<file path="config.mk">
export PLATFORM = sky130hd
export DESIGN_NAME = mp_fifo_ptr_bypass
export DESIGN_NICKNAME = d
export VERILOG_FILES = /design/src/rtl/rvh_l1d_pkg.sv /design/src/rtl/mp_fifo_ptr_bypass_ring_ptr_ctrl.sv /design/src/rtl/mp_fifo_ptr_bypass.sv
export SDC_FILE = /design/constraint.sdc
export NUM_CORES = 1
export LEC_CHECK = 0
export ABC_AREA = 1
export CELL_PAD_IN_SITES_DETAIL_PLACEMENT = 1
export CELL_PAD_IN_SITES_GLOBAL_PLACEMENT = 1
export CORE_ASPECT_RATIO = 1.4
export CORE_MARGIN = 5
export CORE_UTILIZATION = 40
export CTS_CLUSTER_SIZE = 12
export DETAILED_ROUTE_END_ITERATION = 10
export PLACE_DENSITY = 0.81
export SETUP_SLACK_MARGIN = 0.5
export SYNTH_ARGS = -nofsm -noshare
export SYNTH_HDL_FRONTEND = slang
export SYNTH_SLANG_ARGS = --single-unit
</file>
<file path="constraint.sdc">
create_clock -name clk -period 9.95 [get_ports clk]
set_clock_uncertainty 0.15 [all_clocks]
set_input_delay 1.99 -clock clk [delete_from_list [all_inputs] [get_ports clk]]
set_output_delay 1.99 -clock clk [all_outputs]
set_load 0.1 [all_outputs]
</file>
<file path="src/rtl/rvh_l1d_pkg.sv">
// rtl/rvh_l1d_pkg.sv - L1D shared widths used when instantiating L1D queue structures
package rvh_l1d_pkg;

    localparam int MEM_DATA_WIDTH     = 64;
    localparam int L1D_MISS_ENQ_WIDTH = 2;
    localparam int L1D_MISS_DEQ_WIDTH = 2;
    localparam int L1D_MISS_DEPTH     = 8;

endpackage

</file>
<file path="src/rtl/mp_fifo_ptr_bypass_ring_ptr_ctrl.sv">
// rtl/mp_fifo_ptr_bypass_ring_ptr_ctrl.sv - head/tail/count registers with mod-DEPTH wrap-flag arithmetic
module ring_ptr_ctrl
    import rvh_l1d_pkg::*;
#(
    parameter int DEPTH         = 8,
    parameter int ENQUEUE_WIDTH = 2,
    parameter int DEQUEUE_WIDTH = 2,
    localparam int PW = (DEPTH > 1) ? $clog2(DEPTH) : 1,
    localparam int CW = $clog2(DEPTH + 1),
    localparam int EW = $clog2(ENQUEUE_WIDTH + 1),
    localparam int DW = $clog2(DEQUEUE_WIDTH + 1)
) (
    input  logic          clk,
    input  logic          rst,
    input  logic          flush_i,
    input  logic [EW-1:0] n_enq,
    input  logic [DW-1:0] n_deq,
    output logic [PW:0]   head,
    output logic [PW:0]   tail,
    output logic [CW-1:0] cnt
);

    // k never exceeds DEPTH, so one conditional subtract is a full mod-DEPTH reduction
    function automatic logic [PW:0] ptr_add(input logic [PW:0] ptr, input int unsigned k);
        int unsigned sum;
        sum = 32'(ptr[PW-1:0]) + k;
        if (sum >= 32'(DEPTH)) ptr_add = {~ptr[PW], PW'(sum - 32'(DEPTH))};
        else                   ptr_add = {ptr[PW], PW'(sum)};
    endfunction

    always_ff @(posedge clk) begin
        if (!rst || flush_i) begin
            head <= '0;
            tail <= '0;
            cnt  <= '0;
        end else begin
            head <= ptr_add(head, 32'(n_deq));
            tail <= ptr_add(tail, 32'(n_enq));
            cnt  <= cnt + CW'(n_enq) - CW'(n_deq);
        end
    end

    always_ff @(posedge clk) begin
        if (rst && !flush_i) begin
            assert (32'(cnt) + 32'(n_enq) >= 32'(n_deq));
            assert (32'(cnt) + 32'(n_enq) - 32'(n_deq) <= 32'(DEPTH));
        end
    end

endmodule

</file>
<file path="src/rtl/mp_fifo_ptr_bypass.sv">
// rtl/mp_fifo_ptr_bypass.sv - multi-port in-order ring FIFO with slot pointers and optional empty bypass
module mp_fifo_ptr_bypass
    import rvh_l1d_pkg::*;
#(
    parameter int PAYLOAD_WIDTH  = MEM_DATA_WIDTH,
    parameter int ENQUEUE_WIDTH  = L1D_MISS_ENQ_WIDTH,
    parameter int DEQUEUE_WIDTH  = L1D_MISS_DEQ_WIDTH,
    parameter int DEPTH          = L1D_MISS_DEPTH,
    parameter bit MUST_TAKEN_ALL = 1'b1,
    parameter bit BYPASS_EN      = 1'b0,
    parameter int AF_THRESH      = DEPTH - 2,
    localparam int PW = (DEPTH > 1) ? $clog2(DEPTH) : 1,
    localparam int CW = $clog2(DEPTH + 1),
    localparam int EW = $clog2(ENQUEUE_WIDTH + 1),
    localparam int DW = $clog2(DEQUEUE_WIDTH + 1)
) (
    input  logic                                   clk,
    input  logic                                   rst,
    input  logic                                   flush_i,
    input  logic [ENQUEUE_WIDTH-1:0]               enqueue_vld_i,
    input  logic [ENQUEUE_WIDTH*PAYLOAD_WIDTH-1:0] enqueue_payload_i,
    output logic [ENQUEUE_WIDTH-1:0]               enqueue_rdy_o,
    output logic [DEQUEUE_WIDTH-1:0]               dequeue_vld_o,
    output logic [DEQUEUE_WIDTH*PAYLOAD_WIDTH-1:0] dequeue_payload_o,
    input  logic [DEQUEUE_WIDTH-1:0]               dequeue_rdy_i,
    output logic [ENQUEUE_WIDTH*(PW+1)-1:0]        enq_ptr_o,
    output logic [DEQUEUE_WIDTH*(PW+1)-1:0]        deq_ptr_o,
    output logic [CW-1:0]                          count_o,
    output logic                                   almost_full_o
);

    logic [PW:0]              head;
    logic [PW:0]              tail;
    logic [CW-1:0]            cnt;
    logic [31:0]              avail;
    logic [ENQUEUE_WIDTH-1:0] enq_fire;
    logic [DEQUEUE_WIDTH-1:0] deq_fire;
    logic [EW-1:0]            n_enq;
    logic [DW-1:0]            n_deq;
    logic [PW-1:0]            enq_idx [ENQUEUE_WIDTH];
    logic [PAYLOAD_WIDTH-1:0] mem [DEPTH];

    function automatic logic [PW:0] ptr_add(input logic [PW:0] ptr, input int unsigned k);
        int unsigned sum;
        sum = 32'(ptr[PW-1:0]) + k;
        if (sum >= 32'(DEPTH)) ptr_add = {~ptr[PW], PW'(sum - 32'(DEPTH))};
        else                   ptr_add = {ptr[PW], PW'(sum)};
    endfunction

    ring_ptr_ctrl #(
        .DEPTH         (DEPTH),
        .ENQUEUE_WIDTH (ENQUEUE_WIDTH),
        .DEQUEUE_WIDTH (DEQUEUE_WIDTH)
    ) u_ring_ptr_ctrl (
        .clk     (clk),
        .rst     (rst),
        .flush_i (flush_i),
        .n_enq   (n_enq),
        .n_deq   (n_deq),
        .head    (head),
        .tail    (tail),
        .cnt     (cnt)
    );

    // Ready looks only at registered occupancy so no dequeue-side input reaches it
    assign avail = 32'(DEPTH) - 32'(cnt);

    always_comb begin
        enqueue_rdy_o = '0;
        for (int i = 0; i < ENQUEUE_WIDTH; i++) begin
            if (MUST_TAKEN_ALL) enqueue_rdy_o[i] = (avail >= 32'(ENQUEUE_WIDTH));
            else                enqueue_rdy_o[i] = (avail > 32'(i));
        end
    end

    always_comb begin
        logic run;
        run      = 1'b1;
        enq_fire = '0;
        for (int i = 0; i < ENQUEUE_WIDTH; i++) begin
            enq_fire[i] = run & enqueue_vld_i[i] & enqueue_rdy_o[i];
            run         = enq_fire[i];
        end
    end

    always_comb begin
        logic run;
        run      = 1'b1;
        deq_fire = '0;
        for (int i = 0; i < DEQUEUE_WIDTH; i++) begin
            deq_fire[i] = run & dequeue_vld_o[i] & dequeue_rdy_i[i];
            run         = deq_fire[i];
        end
    end

    assign n_enq = EW'($countones(enq_fire));
    assign n_deq = DW'($countones(deq_fire));

    for (genvar i = 0; i < ENQUEUE_WIDTH; i++) begin : g_enq
        logic [PW:0] ptr;
        assign ptr                           = ptr_add(tail, i);
        assign enq_ptr_o[i*(PW+1) +: (PW+1)] = ptr;
        assign enq_idx[i]                    = ptr[PW-1:0];
    end

    for (genvar i = 0; i < DEQUEUE_WIDTH; i++) begin : g_deq
        logic [PW:0] ptr;
        assign ptr                           = ptr_add(head, i);
        assign deq_ptr_o[i*(PW+1) +: (PW+1)] = ptr;
        // Bypassed lanes are still written below, so head skips them exactly as tail does
        if (BYPASS_EN && (i < ENQUEUE_WIDTH)) begin : g_byp
            assign dequeue_vld_o[i] = (cnt == '0) ? enq_fire[i] : (32'(cnt) > 32'(i));
            assign dequeue_payload_o[i*PAYLOAD_WIDTH +: PAYLOAD_WIDTH] =
                (cnt == '0) ? enqueue_payload_i[i*PAYLOAD_WIDTH +: PAYLOAD_WIDTH] : mem[ptr[PW-1:0]];
        end else begin : g_norm
            assign dequeue_vld_o[i] = (32'(cnt) > 32'(i));
            assign dequeue_payload_o[i*PAYLOAD_WIDTH +: PAYLOAD_WIDTH] = mem[ptr[PW-1:0]];
        end
    end

    always_ff @(posedge clk) begin
        for (int i = 0; i < ENQUEUE_WIDTH; i++) begin
            if (enq_fire[i]) mem[enq_idx[i]] <= enqueue_payload_i[i*PAYLOAD_WIDTH +: PAYLOAD_WIDTH];
        end
    end

    assign count_o       = cnt;
    assign almost_full_o = (32'(cnt) >= 32'(AF_THRESH));

endmodule

</file>
==> results_dict.tcl <==
set metrics [dict create \
    hold_viol 0 \
    relSlewSlack_pct 22.30 \
    layout-drive-gt1-share_pct 4.459 \
    cts_made_buffers 56 \
    status "completed" \
    hold_buffers 0 \
    ant_nets 0 \
    final_cell_mix "1654 x nand2_1, 514 x o21ai_0, 512 x edfxtp_1, 337 x nor2_1, 323 x a21oi_1" \
    clk_path_buf_depth 3 \
    synth.area.top_cells "edfxtp_1 47%, nand2_1 19%, o21ai_0 8.0%" \
    drc 0 \
    crit_path_start_kind "register" \
    finalWorstSetupSlack_ns 2.653 \
    gp_congestion 0.7804 \
    min_path_type "register to register" \
    dieArea_um2 87890 \
    path_clk_slew_ns 0.06 \
    crit_path_end_kind "output pin" \
    worst_ep_arrival_time_ns 5.16 \
    wl_um 127900 \
    first_global_vias 32090 \
    final_common_cell "nand2_1" \
    antenna_found_initial 14 \
    grt_pass1_wl_um 190600 \
    dp_cells 5299 \
    path_class "register to output pin" \
    slew_violations 0 \
    initial_core_util_pct 40.26 \
    root_buffer "clkbuf_16" \
    ctsResizeCount 0 \
    setup_viol 0 \
    p_total_mw 10.74 \
    io_pins 288 \
    cts_sinks 524 \
    pwr_density_cell_nw_per_um2 291.1 \
    synthCells 4323 \
    hold_start "u_ring_ptr_ctrl.head[3]" \
    grt_overflow_total 0 \
    wire_per_inst_um 23.65 \
    rsz0062_at_grt "false" \
    fin_crit_sh_pct 73.34 \
    ir_drop_v 0.0002977 \
    reg2reg_to "mem[1][19]" \
    r2r_cells 8 \
    pre_cts_slack_ns 3.303 \
    port_buffers 287 \
    grt_max_degree 188 \
    via_count 31100 \
    die_h_um 348.8 \
    tightest_slew_ns 1.162 \
    ys_types 34 \
    fin_crit_ns 7.297 \
    clk_latency_ns 0.62 \
    cts_setup_buffers 0 \
    hpwl_um 73160 \
    synthFlopType "edfxtp_1" \
    reg2reg_from "u_ring_ptr_ctrl.tail[0]" \
    max_cap_violations 0 \
    yosysWarnings 0 \
    drt-initial-drc-count 2346 \
    cp_max_fo 105 \
    ys_seq_area_share_pct 47.62 \
    final_cells 5407 \
    fp.dieW_um 252.0 \
    fmax_ghz 0.1370 \
    synth.top_cell.area_share_pct 46.88 \
    synth-edff-count 512 \
    drtPass1Iterations 5 \
    hold_end "u_ring_ptr_ctrl.head[3]" \
    r2r_slack_ns 5.59 \
    syn_area_um2 32790 \
    syn2layout_area_growth_pct 12.49 \
    vias_per_cell 5.752 \
    rows 124 \
    synth_top_area_cell "edfxtp_1" \
    final_nets 4443 \
    power_leakage_nw 15.06 \
    syn_avg_cell_area_um2 7.586 \
    tritoncts "done" \
    core_um2 81450 \
    track_usage_pct 27.96 \
    ys_ff_latch 524 \
    async_flop_share_pct 0 \
    final_core_util_pct 45.29 \
    cp.required_ns 7.81 \
    h-tree-depth 2 \
    finalSetupTns_ns 0 \
    holdPathStages 2 \
    syn_nets 4480 \
]
[cell type report]
class,count,area [um2]
antenna,8,20.02
clock buffer,73,1486
clock inverter,27,171.4
multi-input combinational,3131,14060
inverter,231,879.6
fill,9987,44560
sequential,524,15630
tap,1071,1340
timing repair buffer,342,3311
[synth_stat cells, types with 4 or more instances]
library cell,number
nand2_1,1654
o21ai_0,522
edfxtp_1,512
nor2_1,337
a21oi_1,323
inv_1,229
buf_2,162
clkbuf_1,158
a31oi_1,128
buf_6,68
o211ai_1,64
nand2_2,40
buf_1,36
ha_1,18
dfxtp_1,12
clkbuf_2,10
nand4_1,8
nor2_8,8
nand3_1,5
fa_1,4
nor3_1,4
xnor2_1,4
[report_power, final]
group          switching (mW)  internal (mW)
Combinational            4.58           1.25
Sequential              0.116           2.79
Clock                   0.910           1.09
[state kept, by name (all words and copies together), names as in the netlist]
signal and flops:
u_ring_ptr_ctrl.cnt 4, mem 512, u_ring_ptr_ctrl.tail 4, u_ring_ptr_ctrl.head 4
[cell families (layout without fill, tap and decap cells)]
| logic type | count (synthesis) | after routing | synth area share, % |
|---|---|---|---|
| and+or+nand+nor | 2065 | 2065 | 24.57 |
| DFF | 524 | 524 | 47.62 |
| xor gates and xnor gates | 6 | 6 | 0.1602 |
| buffers and inverters | 668 | 673 | 9.893 |
| adders and majority gates | 22 | 22 | 0.9310 |
| other | 0 | 8 | 0 |
| AOI/OAI and AO/OA | 1038 | 1038 | 16.83 |
[stage by stage]
| stage | hold slack [ns] | instance area [um2] |
|---|---|---|
| global placement | 0.3772 | 35210 |
| floorplan | 0.8049 | 32790 |
| finish | 0.4075 | 36890 |
| detailed placement | 0.4018 | 35210 |
| global route | 0.4570 | 36890 |
| CTS | 0.4108 | 36870 |
[routing by layer]
metal / vias to the layer above / GRT usage (%) / share of wire (%)
met4: 12 / 13.46 / 4.9
li1: 14120 / - / -
met3: 334 / 4.042 / 6.0
met5: - / 0 / 0.065
met1: 15490 / 32.54 / 38
met2: 1138 / 50.39 / 51
[worst max path at each step]
stage                                       start                     end  slack [ns]  cells after the start
after global placement    u_ring_ptr_ctrl.head[0]   dequeue_payload_o[52]        3.38                      9
final                     u_ring_ptr_ctrl.head[0]   dequeue_payload_o[49]        2.65                      9
after detailed placement  u_ring_ptr_ctrl.head[0]  dequeue_payload_o[112]        3.30                      7
after global routing      u_ring_ptr_ctrl.head[0]   dequeue_payload_o[54]        2.33                      9
after CTS                 u_ring_ptr_ctrl.head[0]  dequeue_payload_o[112]        2.64                      7
after floorplan            u_ring_ptr_ctrl.cnt[1]               mem[0][0]        2.10                      9
[worst max-delay path: stages (launching register included)]
cell and delay (ns):
dfxtp_4 0.78, buf_4 0.83, buf_4 0.88, nor2_1 0.12
nor2_1 0.11, o21ai_0 0.09, nand2_1 0.10, nor2_1 0.07
a31oi_1 0.31, clkdlybuf4s50_1 1.20
No activity file was read; power rests on OpenSTA's default activity.
